File: src/rtl/pid_steer_ctrl_if.sv
// Drive-path bus between the line-error stage and the PID steering controller.
`timescale 1ns/1ps
interface pid_steer_ctrl_if #(
    parameter int unsigned ERR_W = 16,
    parameter int unsigned SPD_W = 12
);
    logic [ERR_W-1:0] error;
    logic             err_vld;
    logic             go;
    logic             line_present;
    logic [SPD_W-1:0] lft_spd;
    logic [SPD_W-1:0] rght_spd;
    logic             spd_vld;
    logic             moving;

    modport master (
        output error, err_vld, go, line_present,
        input  lft_spd, rght_spd, spd_vld, moving
    );

    modport slave (
        input  error, err_vld, go, line_present,
        output lft_spd, rght_spd, spd_vld, moving
    );
endinterface

File: src/rtl/pid_steer_ctrl.sv
// PID steering controller: saturated error -> P/I/D terms -> wheel speeds,
// with integrator anti-windup, output clamping and a forward-speed ramp.
`timescale 1ns/1ps
module pid_steer_ctrl #(
    parameter int unsigned      ERR_W       = 16,
    parameter int unsigned      SAT_W       = 11,
    parameter int unsigned      SPD_W       = 12,
    parameter int unsigned      P_COEF      = 3,
    parameter int unsigned      D_COEF      = 2,
    parameter int unsigned      I_SHIFT     = 4,
    parameter int unsigned      FRWRD_STEP  = 4,
    parameter logic [SPD_W-2:0] FRWRD_MAX   = 11'h300,
    parameter logic [SPD_W-2:0] MOVE_THRESH = 11'h080
) (
    input  logic            clk,
    input  logic            rst,
    pid_steer_ctrl_if.slave bus
);
    localparam int unsigned W_ACC = SAT_W + 8;
    localparam int unsigned W_SUM = W_ACC + 2;
    localparam int unsigned FRW_W = SPD_W - 1;
    localparam int unsigned FRX_W = FRW_W + 1;
    localparam int unsigned OUT_W = SPD_W + 1;

    localparam logic signed [ERR_W-1:0] ERR_HI = ERR_W'((2 ** (SAT_W - 1)) - 1);
    localparam logic signed [ERR_W-1:0] ERR_LO = ~ERR_HI;
    localparam logic signed [W_SUM-1:0] PID_HI = W_SUM'((2 ** (SPD_W - 1)) - 1);
    localparam logic signed [W_SUM-1:0] PID_LO = ~PID_HI;
    localparam logic signed [OUT_W-1:0] SPD_HI = OUT_W'((2 ** (SPD_W - 1)) - 1);
    localparam logic signed [OUT_W-1:0] SPD_LO = ~SPD_HI;
    localparam logic signed [W_ACC-1:0] P_K    = W_ACC'(P_COEF);
    localparam logic signed [W_ACC-1:0] D_K    = W_ACC'(D_COEF);
    localparam logic [FRX_W-1:0]        STEP_X = FRX_W'(FRWRD_STEP);

    // registered state
    logic signed [SAT_W-1:0] err_sat;
    logic signed [SAT_W-1:0] prev_err;
    logic signed [W_ACC-1:0] p_term;
    logic signed [W_ACC-1:0] i_term;
    logic signed [W_ACC-1:0] d_term;
    logic signed [W_ACC-1:0] integ;
    logic [FRW_W-1:0]        frwrd;
    logic                    vld1;
    logic                    vld2;
    logic                    spd_vld;
    logic signed [SPD_W-1:0] lft_spd;
    logic signed [SPD_W-1:0] rght_spd;

    // combinational helpers
    logic signed [ERR_W-1:0] err_in;
    logic signed [SAT_W-1:0] err_clamp_c;
    logic [FRX_W-1:0]        frwrd_up_c;
    logic [FRW_W-1:0]        frwrd_nxt_c;
    logic signed [W_ACC-1:0] err_ext_c;
    logic signed [W_ACC-1:0] prev_ext_c;
    logic signed [W_ACC-1:0] p_nxt_c;
    logic signed [W_ACC-1:0] d_nxt_c;
    logic signed [W_ACC-1:0] integ_sum_c;
    logic                    integ_ovf_c;
    logic signed [W_SUM-1:0] sum_c;
    logic signed [W_SUM-1:0] sum_sh_c;
    logic signed [SPD_W-1:0] pid_c;
    logic signed [OUT_W-1:0] fw_x_c;
    logic signed [OUT_W-1:0] pid_x_c;
    logic signed [OUT_W-1:0] lft_raw_c;
    logic signed [OUT_W-1:0] rght_raw_c;
    logic                    moving_c;
    logic                    run_c;

    function automatic logic signed [SPD_W-1:0] sat_spd(input logic signed [OUT_W-1:0] v);
        logic signed [SPD_W-1:0] r;
        r = SPD_W'(v);
        if (v > SPD_HI) begin
            r = SPD_W'(SPD_HI);
        end else if (v < SPD_LO) begin
            r = SPD_W'(SPD_LO);
        end
        return r;
    endfunction

    assign err_in   = bus.error;
    assign moving_c = frwrd > MOVE_THRESH;
    assign run_c    = moving_c && bus.go && bus.line_present;

    // Clamp the raw line error into the SAT_W signed range.
    always_comb begin
        err_clamp_c = SAT_W'(err_in);
        if (err_in > ERR_HI) begin
            err_clamp_c = SAT_W'(ERR_HI);
        end else if (err_in < ERR_LO) begin
            err_clamp_c = SAT_W'(ERR_LO);
        end
    end

    // Forward ramp: climb to the ceiling while go, decay to zero without wrapping otherwise.
    always_comb begin
        frwrd_up_c  = {1'b0, frwrd} + STEP_X;
        frwrd_nxt_c = frwrd;
        if (bus.go) begin
            if (frwrd_up_c > {1'b0, FRWRD_MAX}) begin
                frwrd_nxt_c = FRWRD_MAX;
            end else begin
                frwrd_nxt_c = frwrd_up_c[FRW_W-1:0];
            end
        end else if ({1'b0, frwrd} < STEP_X) begin
            frwrd_nxt_c = '0;
        end else begin
            frwrd_nxt_c = FRW_W'({1'b0, frwrd} - STEP_X);
        end
    end

    // Term arithmetic and integrator overflow detection, all in W_ACC.
    always_comb begin
        err_ext_c   = {{(W_ACC - SAT_W){err_sat[SAT_W-1]}}, err_sat};
        prev_ext_c  = {{(W_ACC - SAT_W){prev_err[SAT_W-1]}}, prev_err};
        p_nxt_c     = err_ext_c * P_K;
        d_nxt_c     = (err_ext_c - prev_ext_c) * D_K;
        integ_sum_c = integ + err_ext_c;
        integ_ovf_c = (integ[W_ACC-1] == err_ext_c[W_ACC-1]) &&
                      (integ_sum_c[W_ACC-1] != integ[W_ACC-1]);
    end

    // Sum the terms, scale down by 8, clamp to speed range and mix with forward speed.
    always_comb begin
        sum_c = {{(W_SUM - W_ACC){p_term[W_ACC-1]}}, p_term} +
                {{(W_SUM - W_ACC){i_term[W_ACC-1]}}, i_term} +
                {{(W_SUM - W_ACC){d_term[W_ACC-1]}}, d_term};
        sum_sh_c = sum_c >>> 3;
        pid_c    = SPD_W'(sum_sh_c);
        if (sum_sh_c > PID_HI) begin
            pid_c = SPD_W'(PID_HI);
        end else if (sum_sh_c < PID_LO) begin
            pid_c = SPD_W'(PID_LO);
        end
        fw_x_c     = {{(OUT_W - FRW_W){1'b0}}, frwrd};
        pid_x_c    = {pid_c[SPD_W-1], pid_c};
        lft_raw_c  = fw_x_c + pid_x_c;
        rght_raw_c = fw_x_c - pid_x_c;
    end

    // Stage 1: capture saturated error and step the forward ramp on each sample.
    always_ff @(posedge clk) begin
        if (rst) begin
            err_sat <= '0;
            frwrd   <= '0;
            vld1    <= 1'b0;
        end else begin
            vld1 <= bus.err_vld;
            if (bus.err_vld) begin
                err_sat <= err_clamp_c;
                frwrd   <= frwrd_nxt_c;
            end
        end
    end

    // Stage 2: register P/I/D terms; integrator clears when not driving and holds on overflow.
    always_ff @(posedge clk) begin
        if (rst) begin
            p_term   <= '0;
            i_term   <= '0;
            d_term   <= '0;
            prev_err <= '0;
            integ    <= '0;
            vld2     <= 1'b0;
        end else begin
            vld2 <= vld1;
            if (vld1) begin
                p_term   <= p_nxt_c;
                d_term   <= d_nxt_c;
                i_term   <= integ >>> I_SHIFT;
                prev_err <= err_sat;
            end
            if (!bus.go || !bus.line_present) begin
                integ <= '0;
            end else if (vld1 && moving_c && !integ_ovf_c) begin
                integ <= integ_sum_c;
            end
        end
    end

    // Stage 3: load wheel speeds; steer only while moving with go and a visible line.
    always_ff @(posedge clk) begin
        if (rst) begin
            lft_spd  <= '0;
            rght_spd <= '0;
            spd_vld  <= 1'b0;
        end else begin
            spd_vld <= vld2;
            if (vld2) begin
                if (run_c) begin
                    lft_spd  <= sat_spd(lft_raw_c);
                    rght_spd <= sat_spd(rght_raw_c);
                end else begin
                    lft_spd  <= {1'b0, frwrd};
                    rght_spd <= {1'b0, frwrd};
                end
            end
        end
    end

    assign bus.lft_spd  = lft_spd;
    assign bus.rght_spd = rght_spd;
    assign bus.spd_vld  = spd_vld;
    assign bus.moving   = moving_c;
endmodule
File: src/flat_wrapper.sv
// flat-port wrapper written by rule: the top's interface ports become plain ports
module pid_steer_ctrl_flat 
#(
    parameter int unsigned      ERR_W       = 16,
    parameter int unsigned      SAT_W       = 11,
    parameter int unsigned      SPD_W       = 12,
    parameter int unsigned      P_COEF      = 3,
    parameter int unsigned      D_COEF      = 2,
    parameter int unsigned      I_SHIFT     = 4,
    parameter int unsigned      FRWRD_STEP  = 4,
    parameter logic [SPD_W-2:0] FRWRD_MAX   = 11'h300,
    parameter logic [SPD_W-2:0] MOVE_THRESH = 11'h080
)
  (clk, rst, bus_error, bus_err_vld, bus_go, bus_line_present, bus_lft_spd, bus_rght_spd, bus_spd_vld, bus_moving);
  pid_steer_ctrl_if #(.ERR_W(ERR_W), .SPD_W(SPD_W)) bus_i ();
  input  logic clk;
  input  logic rst;
  input wire logic [$bits(bus_i.error)-1:0] bus_error;
  input wire logic [$bits(bus_i.err_vld)-1:0] bus_err_vld;
  input wire logic [$bits(bus_i.go)-1:0] bus_go;
  input wire logic [$bits(bus_i.line_present)-1:0] bus_line_present;
  output wire logic [$bits(bus_i.lft_spd)-1:0] bus_lft_spd;
  output wire logic [$bits(bus_i.rght_spd)-1:0] bus_rght_spd;
  output wire logic [$bits(bus_i.spd_vld)-1:0] bus_spd_vld;
  output wire logic [$bits(bus_i.moving)-1:0] bus_moving;
  assign bus_i.error = bus_error;
  assign bus_i.err_vld = bus_err_vld;
  assign bus_i.go = bus_go;
  assign bus_i.line_present = bus_line_present;
  assign bus_lft_spd = bus_i.lft_spd;
  assign bus_rght_spd = bus_i.rght_spd;
  assign bus_spd_vld = bus_i.spd_vld;
  assign bus_moving = bus_i.moving;
  pid_steer_ctrl #(.ERR_W(ERR_W), .SAT_W(SAT_W), .SPD_W(SPD_W), .P_COEF(P_COEF), .D_COEF(D_COEF), .I_SHIFT(I_SHIFT), .FRWRD_STEP(FRWRD_STEP), .FRWRD_MAX(FRWRD_MAX), .MOVE_THRESH(MOVE_THRESH)) u_core (.clk(clk), .rst(rst), .bus(bus_i));
endmodule
File: config.mk
export PLATFORM = sky130hd
export DESIGN_NAME = pid_steer_ctrl_flat
export DESIGN_NICKNAME = d
export VERILOG_FILES = /design/src/rtl/pid_steer_ctrl_if.sv /design/src/rtl/pid_steer_ctrl.sv /design/src/flat_wrapper.sv
export SDC_FILE = /design/constraint.sdc
export NUM_CORES = 1
export LEC_CHECK = 0
export ABC_AREA = 1
export CAP_MARGIN = 20
export CORE_MARGIN = 8
export CORE_UTILIZATION = 60
export DETAILED_ROUTE_END_ITERATION = 7
export PLACE_DENSITY = 0.8
export SKIP_LAST_GASP = 1
export SLEW_MARGIN = 20
export SYNTH_ARGS = -nofsm -noshare
export SYNTH_HDL_FRONTEND = slang
export SYNTH_SLANG_ARGS = --single-unit
File: constraint.sdc
create_clock -name clk -period 5.5 [get_ports clk]
set_clock_uncertainty 0.2 [all_clocks]
set_input_delay 0.55 -clock clk [delete_from_list [all_inputs] [get_ports clk]]
set_output_delay 0.55 -clock clk [all_outputs]
set_load 0.01 [all_outputs]
==> results of run 1 <==
[layout make-up]
| type | instances | area, um^2 | area share |
|---|---|---|---|
| multi-input cells | 928 | 5670 | 0.561 |
| flip-flops and latches | 117 | 2340 | 0.232 |
| inverters | 176 | 663 | 0.0656 |
| repair buffers | 52 | 520 | 0.0515 |
| clock buffers | 18 | 429 | 0.0425 |
| clock inverters | 14 | 249 | 0.0246 |
| well taps | 184 | 230 | 0.0228 |
[per-layer routing]
metal / GRT usage / up-vias / routed length, um
met5: 0 / - / 0
met4: 0.0984 / 0 / 701
met3: 0.0372 / 50 / 1280
met2: 0.406 / 283 / 11000
met1: 0.331 / 3904 / 10400
li1: - / 4192 / -
[power groups by stage]
stage          combinational, mW  sequential, mW  clock [mW]
3_5_place_dp                1.14           0.964           0
4_1_cts                     1.16           0.946        1.28
6_report                    1.20           0.948        1.28
3_3_place_gp                1.12           0.962           0
2_1_floorplan              0.865           0.945           0
5_1_grt                     1.32           0.954        1.33
[tightest hold or removal path: stages, from the launching register on]
cell and delay (ns):
dfxtp_1 0.31, nand2_1 0.06, a21oi_1 0.05
[sequential cells by signal, indices dropped and copies added (netlist names)]
name	count
u_core.integ	19
u_core.i_term	15
u_core.p_term	13
u_core.bus.lft_spd	12
u_core.bus.rght_spd	12
u_core.d_term	12
u_core.err_sat	11
u_core.prev_err	11
u_core.frwrd	9
u_core.bus.spd_vld	1
u_core.vld1	1
u_core.vld2	1
[stage by stage]
| step | hold slack, ns | total power [mW] | utilization | setup WS, ns | cell area, um^2 |
|---|---|---|---|---|---|
| 2_1_floorplan | 0.240 | 1.81 | - | 0.861 | 8810 |
| 3_3_place_gp | 0.251 | 2.08 | 0.651 | 0.470 | 9380 |
| 3_5_place_dp | 0.257 | 2.10 | 0.651 | 0.416 | 9380 |
| 4_1_cts | 0.267 | 3.39 | 0.698 | 0.340 | 10100 |
| 5_1_grt | 0.282 | 3.60 | 0.701 | 0.0698 | 10100 |
| 6_report | 0.264 | 3.42 | 0.701 | 0.494 | 10100 |
[cells in the final DEF (no fill, tap or decap), types with 6 or more instances in the layout]
cell type,n
xor2_1,48
a21oi_1,131
xnor2_1,15
nand2_2,12
nand2_1,230
nor2_1,117
nand4_1,8
clkdlybuf4s50_1,45
fa_1,17
o21ai_0,121
bufinv_16,6
clkbuf_16,17
nand3_1,42
inv_1,164
dfxtp_1,116
nor3_1,9
nand2_4,6
a31oi_1,14
ha_1,91
a221oi_1,8
inv_2,9
o21bai_1,10
[how the worst max path moves through the flow]
stage,end,depth (start not counted),slack (ns)
2_1_floorplan,u_core.bus.lft_spd[2],31,0.86
3_3_place_gp,u_core.bus.lft_spd[2],30,0.47
3_5_place_dp,u_core.bus.lft_spd[2],31,0.42
4_1_cts,u_core.bus.lft_spd[4],31,0.34
5_1_grt,u_core.bus.lft_spd[4],35,0.07
6_report,u_core.bus.lft_spd[10],25,0.49
[what timing repair did]
action	4_1_cts	5_1_grt
endpoints found under the setup margin	0	22
endpoints found under the hold margin	0	0
gates resized for setup	0	6
[cell families after synthesis]
logic type / count (synthesis) / share of synthesized area
AND/OR/NAND/NOR: 448 / 0.219
AO/OA/AOI/OAI: 306 / 0.189
buffers and inverters: 214 / 0.0928
flip-flops: 117 / 0.266
adder cells (fa/ha/maj): 110 / 0.171
XOR/XNOR: 63 / 0.0626
other: 1 / 0.000425
[synth_stat cells (2+ instances only)]
library cell	count
nand2_1	231
inv_1	165
a21oi_1	131
o21ai_0	122
dfxtp_1	117
nor2_1	117
ha_1	93
xor2_1	48
nand3_1	42
clkbuf_1	29
fa_1	17
xnor2_1	15
a31oi_1	14
nand2_2	11
o21bai_1	10
inv_2	9
nor3_1	9
a221oi_1	8
nand4_1	8
nand2_4	6
nor4_1	5
o211ai_1	5
buf_1	4
a31o_2	3
and3_1	3
buf_2	3
a21oi_2	2
a22oi_1	2
and2_1	2
nand3b_1	2
nor2_2	2
nor3b_1	2
o31ai_1	2
or2_2	2
or4_1	2
==> flow_summary.toml, run 1 <==
[setup_path]
slowest_stage = "fa_1"
crit_arrival_ns = 5.15
endpoint_kind = "flop"
cp_num_buf_inv = 2
cp_max_fo = 13
r2r_slack_ns = 0.49
cp-start-kind = "flop"
critPathRequiredTime_ns = 5.65
path_class = "flop to flop"
r2r-start = "u_core.d_term[11]"
critPathMostFrequentCell = "nand2_1"
critPathTopFamily = "simple AND/OR/NAND/NOR gates"
cp_slowest_stage_delay_ns = 0.48
crit_start = "u_core.d_term[11]"
r2r_end = "u_core.bus.lft_spd[10]"
rr_worst_depth = 25

[placed_design]
port_buffers = 46
dp_hpwl_mm = 17.0
dp.cells = 1456
place.gp.congestion = 0.967

[layout]
diodes = 0
area_growth_pct = 14.7
drive_gt1_frac = 0.0621
finalNetCount = 1423
final_cells = 1489
num-fill-cells = 1225

[routing]
viasPerCell = 5.66
ant_nets = 0
wl_per_cell_um = 15.7
remaining_drc_errors = 0
drt-initial-drc-count = 601
dr.pass1.iters = 5
vias = 8429
routed_wl_mm = 23.4

[yosys]
syn_area_um2 = 8810
ys.flop_type = "dfxtp_1"
synth_top_area_frac = 0.266
synth.area.top_cells = "dfxtp_1 (27%), ha_1 (13%), nand2_1 (9.8%)"
synth_edf_count = 0
ys_warn_count = 0
synth_cell_types = 51
synth_nets = 1390
ys_seq_area_frac = 0.266
syn_inst = 1259
postSynthAreaPerCell_um2 = 7.00
synth_area_leader_cell = "dfxtp_1"
synthArstFlopShare = 0
synth-seq-cells = 117

[floorplan]
die-area_um2 = 18800
initial_utilization = 0.611
io_pins = 47
die_x_um = 137
die_h_um = 137
num_rows = 44
core_region_area_um2 = 14400

[timing]
hold_viol = 0
worst_pin_slew_ns = 0.994
fin_tns_setup_ns = 0
slew_headroom = 0.335
fin_crit_ns = 5.01
setup_violations = 0
rsz0062_at_grt = "no"
fmax_mhz = 200
slew_viol_final = 0
fin_crit_sh = 0.910

[power_and_ir_drop]
p_seq_frac = 0.277
p_sw_mw = 1.27
comb_power_share = 0.350
p_clk_frac = 0.373
power.density_nw_per_um2 = 339
swShare = 0.370
vdd_ir_drop_max_uv = 247
leakage_nw = 4.95
internal_power_mw = 2.16

[clock_tree]
htreeDepth = 4
worst_skew_pair.late_latency_ns = 0.42
hold_buffers = 0
cts_setup_buffers = 0
cts_made_buffers = 17
cts.clk_slew.worst_paths_ns = 0.06
clkSinkCount = 117
cts_root_buf = "clkbuf_16"
cts_tree = "done"
clockBufferDepth = 2

[global_route]
grt_usage = 0.251
grt_pass1_wl_mm = 38.0
grt_max_degree = 61
grt_remaining_overflow = 0
first_global_vias = 7773
antenna_found_initial = 0

[min_path]
hold_end = "u_core.bus.rght_spd[11]"
min_path_type = "flop to flop"
min_from = "u_core.bus.rght_spd[11]"
hold_path_depth = 2

[outcome]
status = "finished, final reports clean"

[flow_run]
maxCapViolations = 0
(Power assumes the default switching activity.)
==> inputs of run 2 (changes only) <==
--- a/config.mk
+++ b/config.mk
@@ -9,6 +9,7 @@
 export CAP_MARGIN = 20
 export CORE_MARGIN = 8
 export CORE_UTILIZATION = 60
+export CTS_CLUSTER_SIZE = 20
 export DETAILED_ROUTE_END_ITERATION = 7
 export PLACE_DENSITY = 0.8
 export SKIP_LAST_GASP = 1
==> results of run 2 <==
No change in the layout: final DEF, timing and power equal those of run 1.
